$ cat config.mk
export PLATFORM = sky130hd
export DESIGN_NAME = rtc_tick_gen
export DESIGN_NICKNAME = d
export VERILOG_FILES = /design/src/rtl/rtc_tick_gen.sv
export SDC_FILE = /design/constraint.sdc
export NUM_CORES = 1
export LEC_CHECK = 0
export CORE_UTILIZATION = 45
export CTS_CLUSTER_DIAMETER = 30
export DETAILED_ROUTE_END_ITERATION = 16
export PLACE_DENSITY = 0.69
export SETUP_SLACK_MARGIN = 0.1
export SLEW_MARGIN = 20
export SYNTH_ARGS = -nofsm -noshare
export SYNTH_HDL_FRONTEND = slang
export SYNTH_SLANG_ARGS = --single-unit
$ cat constraint.sdc
create_clock -name sys_clk -period 2.8 [get_ports sys_clk]
set_clock_uncertainty 0.15 [all_clocks]
set_input_delay 0.84 -clock sys_clk [delete_from_list [all_inputs] [get_ports sys_clk]]
set_output_delay 0.84 -clock sys_clk [all_outputs]
set_load 0.02 [all_outputs]
$ cat src/rtl/rtc_tick_gen.sv
// rtc_tick_gen: configurable fast/second/key-period tick generator.
// Ports: sys_clk, sys_rst (sync, active-high), en, resync in;
//   clk_fast, tick_fast, clk_key, key_tick, sec_tick, secs_left out.
module rtc_tick_gen #(
  parameter int SYS_CLK_HZ       = 1000000,
  parameter int FAST_HZ          = 500,
  parameter int KEYCHANGE_PERIOD = 5,
  parameter int CNT_W            = 32,
  parameter int SEC_W            = 8
) (
  input  logic             sys_clk,
  input  logic             sys_rst,
  input  logic             en,
  input  logic             resync,
  output logic             clk_fast,
  output logic             tick_fast,
  output logic             clk_key,
  output logic             key_tick,
  output logic             sec_tick,
  output logic [SEC_W-1:0] secs_left
);

  localparam longint SYS_L    = longint'(SYS_CLK_HZ);
  localparam longint FAST_DIV = SYS_L / longint'(FAST_HZ);
  localparam longint KEY_DIV  = longint'(KEYCHANGE_PERIOD) * SYS_L;

  if ((SYS_CLK_HZ % (2 * FAST_HZ)) != 0 ||
      (SYS_CLK_HZ % 2) != 0 ||
      KEYCHANGE_PERIOD < 1 ||
      KEY_DIV >= (longint'(1) << CNT_W) ||
      longint'(KEYCHANGE_PERIOD) >= (longint'(1) << SEC_W)) begin : g_bad_params
    $error("rtc_tick_gen: illegal parameter combination");
  end

  localparam logic [CNT_W-1:0] FAST_MAX  = CNT_W'(FAST_DIV - 1);
  localparam logic [CNT_W-1:0] FAST_HALF = CNT_W'(FAST_DIV / 2);
  localparam logic [CNT_W-1:0] SEC_MAX   = CNT_W'(SYS_L - 1);
  localparam logic [CNT_W-1:0] KEY_MAX   = CNT_W'(KEY_DIV - 1);
  localparam logic [CNT_W-1:0] KEY_HALF  = CNT_W'(KEY_DIV / 2);
  localparam logic [SEC_W-1:0] SECS_INIT = SEC_W'(KEYCHANGE_PERIOD);

  logic [CNT_W-1:0] fast_cnt;
  logic [CNT_W-1:0] sec_cnt;
  logic [CNT_W-1:0] key_cnt;

  logic             fast_wrap;
  logic             sec_wrap;
  logic             key_wrap;
  logic [CNT_W-1:0] fast_nxt;
  logic [CNT_W-1:0] sec_nxt;
  logic [CNT_W-1:0] key_nxt;

  // Wrap flags describe the edge about to happen: the counter returns
  // to 0, which is exactly when the strobe for that period is due.
  always_comb begin
    fast_wrap = (fast_cnt == FAST_MAX);
    sec_wrap  = (sec_cnt == SEC_MAX);
    key_wrap  = (key_cnt == KEY_MAX);
    fast_nxt  = fast_wrap ? '0 : fast_cnt + CNT_W'(1);
    sec_nxt   = sec_wrap ? '0 : sec_cnt + CNT_W'(1);
    key_nxt   = key_wrap ? '0 : key_cnt + CNT_W'(1);
  end

  always_ff @(posedge sys_clk) begin
    if (sys_rst || resync) begin
      fast_cnt  <= '0;
      sec_cnt   <= '0;
      key_cnt   <= '0;
      clk_fast  <= 1'b0;
      tick_fast <= 1'b0;
      clk_key   <= 1'b0;
      key_tick  <= 1'b0;
      sec_tick  <= 1'b0;
      secs_left <= SECS_INIT;
    end else if (en) begin
      fast_cnt  <= fast_nxt;
      sec_cnt   <= sec_nxt;
      key_cnt   <= key_nxt;
      // Levels are decoded from the post-edge count so they line up
      // with the strobes without an extra pipeline stage.
      clk_fast  <= (fast_nxt >= FAST_HALF);
      clk_key   <= (key_nxt >= KEY_HALF);
      tick_fast <= fast_wrap;
      sec_tick  <= sec_wrap;
      key_tick  <= key_wrap;
      // A key wrap always lands on a second wrap; reload takes priority.
      if (key_wrap)
        secs_left <= SECS_INIT;
      else if (sec_wrap)
        secs_left <= secs_left - SEC_W'(1);
    end else begin
      tick_fast <= 1'b0;
      sec_tick  <= 1'b0;
      key_tick  <= 1'b0;
    end
  end

endmodule

==> summary by stage <==
Setup path
The critical path goes through ha_2 -> nand3_2 -> or4_1 -> buf_4 -> nor2_1 -> a32oi_1 -> a211oi_2 -> and2_4 -> a21oi_2. The worst setup path is of the register to register kind. The required time of the critical path is 2.89 ns.

The delay of the slowest cell on the worst path is 0.59 ns. On the critical path, the stage with the largest delay is an instance of sky130_fd_sc_hd__or4_1. The critical path capture point type is a register. The sort of element at the start of the critical path is a register.

Together, buffers and inverters on the worst path number 1. Measured in cells, the most critical reg-to-reg path has a length of 9. Data arrives at the worst endpoint at 2.67 ns.

The logic depth of the worst path, buffers included is 9. The category of cells accounting for the largest share of critical-path delay is simple AND/OR/NAND/NOR gates. Of all nets on the critical path, the largest fanout is 7.

Detailed routing
The residual antenna-violating net count after detailed routing is 0. The detailed router finished its first iteration with 420 violations. Detailed routing inserted a total of 5695 vias. For this block, the routed nets add up to 14400 um of wire. The count of unresolved DRC violations after routing is 0. The first detailed-routing pass ran for 4 iterations. After detailed routing, the average wire length per cell comes to 14.2 um. The routed via count divided by cell count is 5.63.

STA
Timing would allow up to 388 MHz. The final critical-path required period is 2.57 ns. The number of hold violations in the final report was 0. The worst pin sits at a relative slew slack of 59.2%. The setup violation total in the final timing report is 0. The number of pins with negative max-slew slack in the final report is 0.

Dividing the final minimum period by the clock period gives 92.0%. The slew at the pin with the worst max-slew slack is 0.607 ns. The aggregate negative setup slack is 0 ns. The worst-case hold slack is 0.359 ns. Setup repair after global routing could not meet its margin everywhere.

Placement
The congestion estimate from routability-driven global placement came to 0.886. In this run the tool buffered the top-level ports with 16 buffer cells. The estimated wirelength of the detail-placed design is 10000 um.

Flow run
The number of maximum-capacitance constraint violations is 0.

Worst hold path
The type of the most critical hold path is register to register. The count of cells along the worst hold path is 2.

Pwr
The leakage power is 2.47 nW. The share of total power in combinational logic is 3.0%. For this design the ratio of total power to cell area is 415 nW/um^2. The share of power burned in registers is 51.3%. The fraction of power spent switching nets is 21.7%. The maximum resistive drop on vdd is 287 uV. The design internal power is 2.38 mW. The portion of total power attributed to the clock network is 45.6%.

The power dissipated by switching net loads is 0.657 mW.

Yosys
Counting every instance in the synthesized netlist gives 807. The area of the mapped netlist is 6470 um^2. In the synthesized netlist the dominant register cell turns out to be sky130_fd_sc_hd__dfxtp_1. The count of yosys warnings during synthesis is 0. The share of flip-flops with an asynchronous set or reset is 0%.

Synthesis inferred 109 register bits. Synthesis instantiated 73 different standard cells from the library. The synthesized net count is 815.

Dividing the synthesized area by the synthesized cell count gives 8.02 um^2. Ranked by total cell area, the synthesized netlist is headed by sky130_fd_sc_hd__dfxtp_1 34%, sky130_fd_sc_hd__nor2_1 6.5%, sky130_fd_sc_hd__xor2_1 6.4%, sky130_fd_sc_hd__xnor2_1 5.8%, sky130_fd_sc_hd__nand2_1 3.9%. The top-area cell type share of the netlist area is 33.7%. The number of enable flip-flop cells after synthesis is 0. The post-synthesis sequential area ratio is 33.7%.

The biggest area consumer among synthesized cells is sky130_fd_sc_hd__dfxtp_1.

Status
The flow ran to the end, and the final reports show no timing, DRC or antenna violations.

GRT
The number of antenna violations at the first check in global routing is 0. The wire length of the first global-routing pass is 24200 um. The combined global-route utilization of all metal layers is 20.3%. Global routing used 4.87% of the available met3 tracks. The routing usage on met2 is 31.0%. The routing usage on met1 is 27.6%. The total overflow left after global routing is 0. The via count of the first global-routing pass is 5096.

Entering global routing, the biggest net connects 66 pins. The layer flagged by global routing as most heavily used is met2.

Final layout
The layout overhead on the synthesized area is 13.0%. The net count of the finished layout is 835. The final core utilization is 52.5%.

Counting the fill cells in the layout gives 1303. The number of antenna cells inserted is 0. In the final layout, the share of cells above drive strength 1 is 13.2%. Summing all multi-input logic gate instances after layout gives 4010 um^2.

Registers take 2180 um^2.

Floorplanning
The die span in y is 122 um. The chip width is 122 um. The effective utilization at floorplan is 46.4%. The die area is 14900 um^2. The total area inside the core boundary comes to 13900 um^2. The floorplan row count is 43. 17 I/O pins were placed.

CTS
The number of levels the H-tree was split into is 3. The number of hold-repair buffers added at the cts stage is 0. Counting the buffers created by CTS gives 9. The root cell of the clock tree is sky130_fd_sc_hd__clkbuf_16.

TritonCTS built the clock tree. The CTS sink count is 109. Clock-pin slew was measured on the worst setup and hold paths at 0.07 ns. At the later pin of the worst-skew pair, clock insertion delay measures 0.36 ns. Counting along the longest clock path gives a buffer depth of 2.
-- power by group through the flow --
stage                     registers (mW)  logic (mW)  clock network (mW)
after floorplan                     1.59      0.0557                   0
after global routing                1.56       0.101                1.48
after global placement              1.59      0.0928                   0
after detailed placement            1.59      0.0926                   0
after CTS                           1.56      0.0928                1.43
final                               1.56      0.0924                1.38
-- worst reg2reg max path: stages, from the launching register on --
cell and delay, ns:
sky130_fd_sc_hd__dfxtp_1 0.37, sky130_fd_sc_hd__ha_2 0.23, sky130_fd_sc_hd__nand3_2 0.15, sky130_fd_sc_hd__or4_1 0.59
sky130_fd_sc_hd__buf_4 0.20, sky130_fd_sc_hd__nor2_1 0.22, sky130_fd_sc_hd__a32oi_1 0.15, sky130_fd_sc_hd__a211oi_2 0.19
sky130_fd_sc_hd__and2_4 0.17, sky130_fd_sc_hd__a21oi_2 0.04
-- repair_timing --
item | 4_1_cts | 5_1_grt
setup buffers | 0 | 4
resized for setup | 0 | 12
endpoints found under the setup margin | 0 | 3
-- metal layers --
metal | wire length [um] | part of all wire, % | vias up
met5 | 0 | 0 | -
met4 | 284 | 2.0 | 0
met3 | 689 | 4.8 | 19
met2 | 6420 | 45 | 106
met1 | 7020 | 49 | 2669
li1 | - | - | 2901
-- synth_stat cells (4+ instances only) --
cell type,number
sky130_fd_sc_hd__nor4_1,13
sky130_fd_sc_hd__o31ai_1,5
sky130_fd_sc_hd__or3_1,11
sky130_fd_sc_hd__buf_2,12
sky130_fd_sc_hd__clkbuf_1,29
sky130_fd_sc_hd__nand2_1,68
sky130_fd_sc_hd__nor4_2,6
sky130_fd_sc_hd__nor2_1,112
sky130_fd_sc_hd__nor2b_1,4
sky130_fd_sc_hd__and3_1,24
sky130_fd_sc_hd__a21oi_1,39
sky130_fd_sc_hd__o21ai_0,40
sky130_fd_sc_hd__xnor2_1,43
sky130_fd_sc_hd__xor2_1,47
sky130_fd_sc_hd__dfxtp_1,109
sky130_fd_sc_hd__nor3_2,4
sky130_fd_sc_hd__nand3_1,46
sky130_fd_sc_hd__nand4_1,26
sky130_fd_sc_hd__nand2b_1,4
sky130_fd_sc_hd__inv_1,12
sky130_fd_sc_hd__nor4_4,4
sky130_fd_sc_hd__or3b_1,7
sky130_fd_sc_hd__or4_1,8
sky130_fd_sc_hd__nor3b_1,7
sky130_fd_sc_hd__ha_1,4
sky130_fd_sc_hd__and4_1,11
sky130_fd_sc_hd__a31oi_1,5
sky130_fd_sc_hd__nor3_1,25
sky130_fd_sc_hd__buf_6,4
sky130_fd_sc_hd__and2_1,8
-- cells in the final DEF, fill, tap and decap left out, drive strengths merged, types with 4 or more instances in the layout --
cell,count
or4,9
a21oi,42
ha,4
nand2,69
clkdlybuf4s50,15
o21ai,40
xnor2,43
nor2,112
xor2,47
or2,4
o31ai,5
nand4,29
nor3b,7
clkbuf,10
nand3,49
and4,12
nor2b,4
and2,10
nand2b,4
nor4b,6
or3b,7
or3,12
a31oi,5
nor3,29
buf,46
and3,25
nor4,23
dfxtp,109
inv,15
-- cells by family after synthesis --
kind of cell | after synthesis | share of synthesized area (%)
AOI/OAI and AO/OA | 115 | 10.9
xor gates and xnor gates | 90 | 12.2
adders and majority gates | 4 | 0.774
buffers and inverters | 65 | 5.12
DFF | 109 | 33.7
muxes | 4 | 0.638
and+or+nand+nor | 420 | 36.7
-- sequential cells by signal, summed over array words and instances, names as in the netlist --
| signal | flops |
|---|---|
| sec_tick | 1 |
| sec_cnt | 32 |
| key_cnt | 32 |
| clk_key | 1 |
| key_tick | 1 |
| secs_left | 8 |
| fast_cnt | 32 |
| tick_fast | 1 |
| clk_fast | 1 |
-- metrics by stage --
step / cell area, um^2 / power (mW) / cells / setup WS, ns
final: 7310 / 3.03 / 1012 / 0.225
after global placement: 6910 / 1.69 / 992 / 0.150
after floorplan: 6470 / 1.65 / 807 / 0.260
after detailed placement: 6910 / 1.69 / 992 / 0.0623
after global routing: 7310 / 3.14 / 1012 / 0.107
after CTS: 7230 / 3.08 / 1008 / 0.176
-- worst paths after layout --
path,from,end,slack (ns)
max,fast_cnt[1],clk_fast,0.23
min,fast_cnt[1],fast_cnt[1],0.36
max reg2reg,fast_cnt[1],clk_fast,0.23
min reg2reg,fast_cnt[1],fast_cnt[1],0.36
-- final cells by class --
cell class	count	area share [%]
Timing Repair Buffer	61	7.08
Tap cell	180	3.08
Multi-Input combinational cell	633	54.8
Sequential cell	109	29.9
Clock inverter	6	1.27
Clock buffer	10	3.13
Inverter	13	0.770
Note: power is estimated with default switching activity, not from simulation.
